<file path="src/rtl/clock_pkg.sv">
// Shared encodings and defaults for the clock set controller.
// Holds the mode/state enum and the TIMEOUT_TICKS default.
package clock_pkg;

  localparam int unsigned TIMEOUT_TICKS_DEF = 30;

  typedef enum logic [1:0] {
    ST_RUN      = 2'b00,
    ST_SET_HOUR = 2'b01,
    ST_SET_MIN  = 2'b10,
    ST_BAD      = 2'b11
  } state_e;

endpackage

</file>
<file path="src/rtl/clock_set_timeout.sv">
// Idle counter for the set modes: counts ticks, flags timeout.
// Ports: clk, reset, clear, tick, limit[7:0] in; expired out.
module clock_set_timeout (
  input  logic       clk,
  input  logic       reset,
  input  logic       clear,
  input  logic       tick,
  input  logic [7:0] limit,
  output logic       expired
);

  logic [7:0] cnt_q, cnt_d;

  always_comb begin
    cnt_d = cnt_q;
    if (clear) begin
      cnt_d = 8'd0;
    end else if (tick) begin
      cnt_d = cnt_q + 8'd1;
    end
  end

  always_ff @(posedge clk or posedge reset) begin
    if (reset) begin
      cnt_q <= 8'd0;
    end else begin
      cnt_q <= cnt_d;
    end
  end

  // Fires on the tick that would take the count past limit.
  assign expired = tick & (cnt_q == limit);

endmodule

</file>
<file path="src/rtl/clock_set_ctrl.sv">
// Mode FSM and counter enable decode for a settable HH:MM:SS clock.
// In: clk, reset, tick_1hz, btn_mode, btn_inc, sec_max, min_max.
// Out: sec_en, min_en, hr_en, sec_clr, mode[1:0], blink_hr, blink_min.
// Option: CLOCK_SET_BLINK_EN adds a 1 Hz blink phase to the blink outputs.
module clock_set_ctrl
  import clock_pkg::*;
#(
  parameter int unsigned TIMEOUT_TICKS = TIMEOUT_TICKS_DEF
) (
  input  logic       clk,
  input  logic       reset,
  input  logic       tick_1hz,
  input  logic       btn_mode,
  input  logic       btn_inc,
  input  logic       sec_max,
  input  logic       min_max,
  output logic       sec_en,
  output logic       min_en,
  output logic       hr_en,
  output logic       sec_clr,
  output logic [1:0] mode,
  output logic       blink_hr,
  output logic       blink_min
);

  state_e state_q, state_d;
  logic   sec_clr_q, sec_clr_d;
  logic   expired;
  logic   idle_clr;
  logic   in_set;

  localparam logic [7:0] LIMIT = 8'(TIMEOUT_TICKS - 1);

  assign in_set = (state_q == ST_SET_HOUR) | (state_q == ST_SET_MIN);

  always_comb begin
    state_d = state_q;
    case (state_q)
      ST_RUN: begin
        if (btn_mode) state_d = ST_SET_HOUR;
      end
      ST_SET_HOUR: begin
        // Timeout wins over a same-cycle btn_mode: no double advance.
        if (expired)       state_d = ST_RUN;
        else if (btn_mode) state_d = ST_SET_MIN;
      end
      ST_SET_MIN: begin
        if (expired | btn_mode) state_d = ST_RUN;
      end
      default: state_d = ST_RUN;
    endcase
  end

  assign sec_clr_d = (state_q == ST_SET_MIN) & (state_d == ST_RUN);
  assign idle_clr  = ~in_set | btn_inc | (state_d != state_q);

  always_ff @(posedge clk or posedge reset) begin
    if (reset) begin
      state_q   <= ST_RUN;
      sec_clr_q <= 1'b0;
    end else begin
      state_q   <= state_d;
      sec_clr_q <= sec_clr_d;
    end
  end

  clock_set_timeout u_timeout (
    .clk     (clk),
    .reset   (reset),
    .clear   (idle_clr),
    .tick    (tick_1hz & in_set),
    .limit   (LIMIT),
    .expired (expired)
  );

  // Zero-latency enables so the counters move on the same edge.
  always_comb begin
    sec_en = 1'b0;
    min_en = 1'b0;
    hr_en  = 1'b0;
    if (!reset) begin
      case (state_q)
        ST_RUN: begin
          sec_en = tick_1hz;
          min_en = tick_1hz & sec_max;
          hr_en  = tick_1hz & sec_max & min_max;
        end
        ST_SET_HOUR: hr_en  = btn_inc & ~btn_mode;
        ST_SET_MIN:  min_en = btn_inc & ~btn_mode;
        default: ;
      endcase
    end
  end

  assign sec_clr = sec_clr_q;
  assign mode    = state_q;

`ifdef CLOCK_SET_BLINK_EN
  logic phase_q, phase_d;

  always_comb begin
    phase_d = phase_q;
    if (state_d != state_q) begin
      phase_d = 1'b0;
    end else if (in_set & tick_1hz) begin
      phase_d = ~phase_q;
    end
  end

  always_ff @(posedge clk or posedge reset) begin
    if (reset) begin
      phase_q <= 1'b0;
    end else begin
      phase_q <= phase_d;
    end
  end

  assign blink_hr  = (state_q == ST_SET_HOUR) & phase_q;
  assign blink_min = (state_q == ST_SET_MIN) & phase_q;
`else
  assign blink_hr  = (state_q == ST_SET_HOUR);
  assign blink_min = (state_q == ST_SET_MIN);
`endif

endmodule

</file>
<file path="config.mk">
export PLATFORM = sky130hd
export DESIGN_NAME = clock_set_ctrl
export DESIGN_NICKNAME = d
export VERILOG_FILES = /design/src/rtl/clock_pkg.sv /design/src/rtl/clock_set_timeout.sv /design/src/rtl/clock_set_ctrl.sv
export SDC_FILE = /design/constraint.sdc
export NUM_CORES = 1
export LEC_CHECK = 0
export BUFFER_PORTS_ARGS = -buffer_cell sky130_fd_sc_hd__buf_2
export CORE_MARGIN = 5
export CORE_UTILIZATION = 35
export DETAILED_ROUTE_END_ITERATION = 12
export PLACE_DENSITY = 0.56
export SLEW_MARGIN = 10
export SYNTH_ARGS = -nofsm -noshare
export SYNTH_HDL_FRONTEND = slang
export SYNTH_SLANG_ARGS = --single-unit
</file>
<file path="constraint.sdc">
create_clock -name clk -period 2.9 [get_ports clk]
set_input_delay 0.145 -clock clk [delete_from_list [all_inputs] [get_ports clk]]
set_output_delay 0.145 -clock clk [all_outputs]
set_load 0.01 [all_outputs]
</file>
==> impl_results.md <==
* Routed wire length at 1730 um
* Sink count of the clock tree at 11
* Ratio of cells with drive above 1 in the final layout at 0.283
* Average vias per placed instance at 5.09
* Total clock buffers created by CTS at 3
* Yosys reg bits at 11
* Path category of the worst min-delay check: input port to flip-flop
* Vias in the first global route at 687
* Synth Net Count at 96
* Synthesis warning total at 0
* CTS clk-pin slew, worst paths at 0.07 ns
* TritonCTS clock tree: yes
* Mux cell area share after synthesis at 0.0120
* Max clock buf depth at 2
* Basic-gate share of the synthesized area counting and, or, nand and nor cells at 0.265
* Post-synthesis cell type with the largest combined area: dfrtp_1
* Initial standard-cell utilization of the core at 0.373
* Critical Path Source: mode[0]
* Fraction of the mapped netlist area in compound gates at 0.164
* Critical Path RT at 3.08 ns
* Final net count at 113
* Leading cell types by total area after synthesis: dfrtp_1 (33%), ha_1 (9.0%), nor2_1 (5.0%), xnor2_1 (4.2%), inv_1 (3.2%)
* Total DRC errors in the routed layout at 0
* Pwr/cell area at 716 nW/um2
* Switching Share at 0.437
* Worst Hold Slack at 0.284 ns
* Total number of vias at 646
* Endpoint of the worst setup timing path: u_timeout.cnt_q[1]
* Core Footprint at 2230 um2
* Post-synth ARST share at 1.00
* Worst r2r src: mode[0]
* Largest fanout of any net on the critical path at 8
* Share of power burned in registers at 0.301
* Per-cell routed wire length at 13.6 um
* Aggregate negative setup slack at 0 ns
* Share of Yosys cell area claimed by the top area cell type at 0.331
* Fraction of the mapped netlist area in adder cells at 0.0902
* Worst rel slew slack at 0.686
* Synth Flop Type: dfrtp_1
* Inserted Diodes at 0
* Number of hold violations in the final report at 0
* Number of enable flip-flop cells after synthesis at 0
* Post-synthesis cell area at 832 um2
* End of the worst register-to-register path: u_timeout.cnt_q[1]
* H-tree lvl count at 1
* Clock network power share at 0.154
* Max Freq at 481 MHz
* Number of gates resized after CTS at 0
* Post-layout instance area at 946 um2
* Overall routing resource usage at 0.119
* PortBufs at 14
* Final WS setup at 0.820 ns
* Cell leakage power at 0.414 nW
* Outcome: complete, no violations
* Setup repair after global routing missed its margin: no
* Total grt overflow at 0
* Number of setup violations in the final report at 0
* Fin. max-slew vios at 0
* Chip Width at 58.8 um
* Post-DP HPWL at 1330 um
* Number of iterations in the first detailed-routing pass at 3
* ANT nets after route at 0
* Slack of the worst reg-to-reg path at 0.82 ns
* Clk Tree Root Cell: clkbuf_4
* Wire length of the first global-routing pass at 3110 um
* Transition time at the pin with the least slew margin at 0.471 ns
* Reported net switching power at 0.296 mW
* Logic pwr share at 0.545
* Hold buffer count at CTS at 1
* Largest clock skew in the final design at 0.00350 ns
* Register area at 275 um2
* Filler instances at 233
* Maximum Capacitance Violations at 0
* Share of the clock period used by the worst path after layout at 0.717
* Multi-input gate area in the final layout at 503 um2
* Number of rows in the core area at 17
* Area growth syn-to-layout at 13.7%
* Data arrival at the endpoint of the critical path at 2.26 ns
* Starting DRC count in detailed routing at 23
* Mean instance size in the synthesized netlist at 10.0 um2
* Post-synthesis cell count at 83
* Commonest cells after routing, fill and taps aside: buf_2 (14), nor2_1 (11), dfrtp_1 (11)
* Ports at 15
* Latest clock arrival within the worst-skew pair at 0.27 ns
* CP Launch Type: flip-flop
* Worst-case vdd ir drop at 0.000359 V
* Internal power consumption at 0.381 mW
* Die Footprint at 3450 um2
* Depth of the most critical reg-to-reg path at 7
* Cell Area, Placed at 910 um2
* Final critical delay including setup and external delays at 2.08 ns
* Most common cell after layout, fill and taps aside: buf_2
* Number of distinct library cell variants in the gate-level netlist after synthesis at 32
* Placer Congestion at 0.739
* Count of buffers added by post-CTS timing repair for setup at 0
* Overall die height at 58.8 um
* Largest net degree at the start of global routing at 13
* Initial antenna violation count at 0
* Combinational family with the most area after synthesis: simple AND/OR/NAND/NOR gates
* Worst slack, placed at 0.812 ns
* Final Power at 0.677 mW
* Endpoint kind of the worst setup timing path: flip-flop
* Type of the setup path with the least slack: flip-flop to flip-flop
* Post-synthesis xor/xnor area fraction at 0.0737
* Sequential area share after synthesis at 0.331
[routing by layer]
layer / up-vias / global-route usage / part of all wire
met5: - / 0 / 0
met4: 0 / 0.0583 / 0.0058
met3: 2 / 0.0263 / 0.056
met2: 12 / 0.183 / 0.46
met1: 312 / 0.156 / 0.48
li1: 320 / - / -
[worst min-delay path by stage]
stage	from	end	slack, ns	depth (start not counted)
floorplan	reset	mode[0]	0.003	1
global placement	reset	sec_clr	0.20	2
detailed placement	reset	mode[0]	0.21	2
CTS	btn_inc	u_timeout.cnt_q[3]	0.27	4
global route	btn_inc	u_timeout.cnt_q[1]	0.30	4
finish	btn_inc	u_timeout.cnt_q[3]	0.28	4
[power by group through the flow]
stage | sequential [mW] | combinational [mW] | clock, mW
after global placement | 0.204 | 0.369 | 0
after detailed placement | 0.206 | 0.371 | 0
after floorplan | 0.210 | 0.295 | 0
after global routing | 0.211 | 0.404 | 0.121
after CTS | 0.203 | 0.373 | 0.113
final | 0.204 | 0.369 | 0.104
[layout make-up]
class,count,share of cell area
timing repair buffer,15,0.0847
multi-input combinational,62,0.532
inverter,7,0.0278
sequential,11,0.291
tap,28,0.0370
clock buffer,4,0.0278
[logic make-up (layout without fill, tap and decap cells)]
| group | count (synthesis) | count (layout) |
|---|---|---|
| adder cells (fa/ha/maj) | 6 | 6 |
| flip-flops | 11 | 11 |
| buffers and inverters | 10 | 26 |
| AND/OR/NAND/NOR | 35 | 35 |
| XOR/XNOR | 7 | 7 |
| multiplexers | 1 | 1 |
| AO/OA/AOI/OAI | 13 | 13 |
[state kept, by name (all words and copies together) (netlist names)]
register,count
mode,2
sec_clr,1
u_timeout.cnt_q,8
[worst max-delay path: stages (launching register included)]
cell and delay [ns]:
dfrtp_1 0.45, inv_1 0.11, ha_1 0.32, and3_4 0.19, and3_4 0.19, nor4_4 0.25, o2111ai_4 0.22, a211oi_2 0.25
[per-stage QoR]
step	utilization	std cells
floorplan	-	83
global placement	0.407	122
detailed placement	0.407	122
CTS	0.424	127
global route	0.424	127
finish	0.424	127
[cell usage after synthesis (2+ instances only)]
master	instances
nor2b_1	2
xor2_1	3
inv_1	7
xnor2_1	4
nor2_1	11
and2_1	2
and3_4	2
and3_1	2
nand4_1	3
dfrtp_1	11
nor3_1	2
nand2_1	7
buf_6	2
ha_1	6
a21oi_1	2
Note: power is estimated with default switching activity, not from simulation.
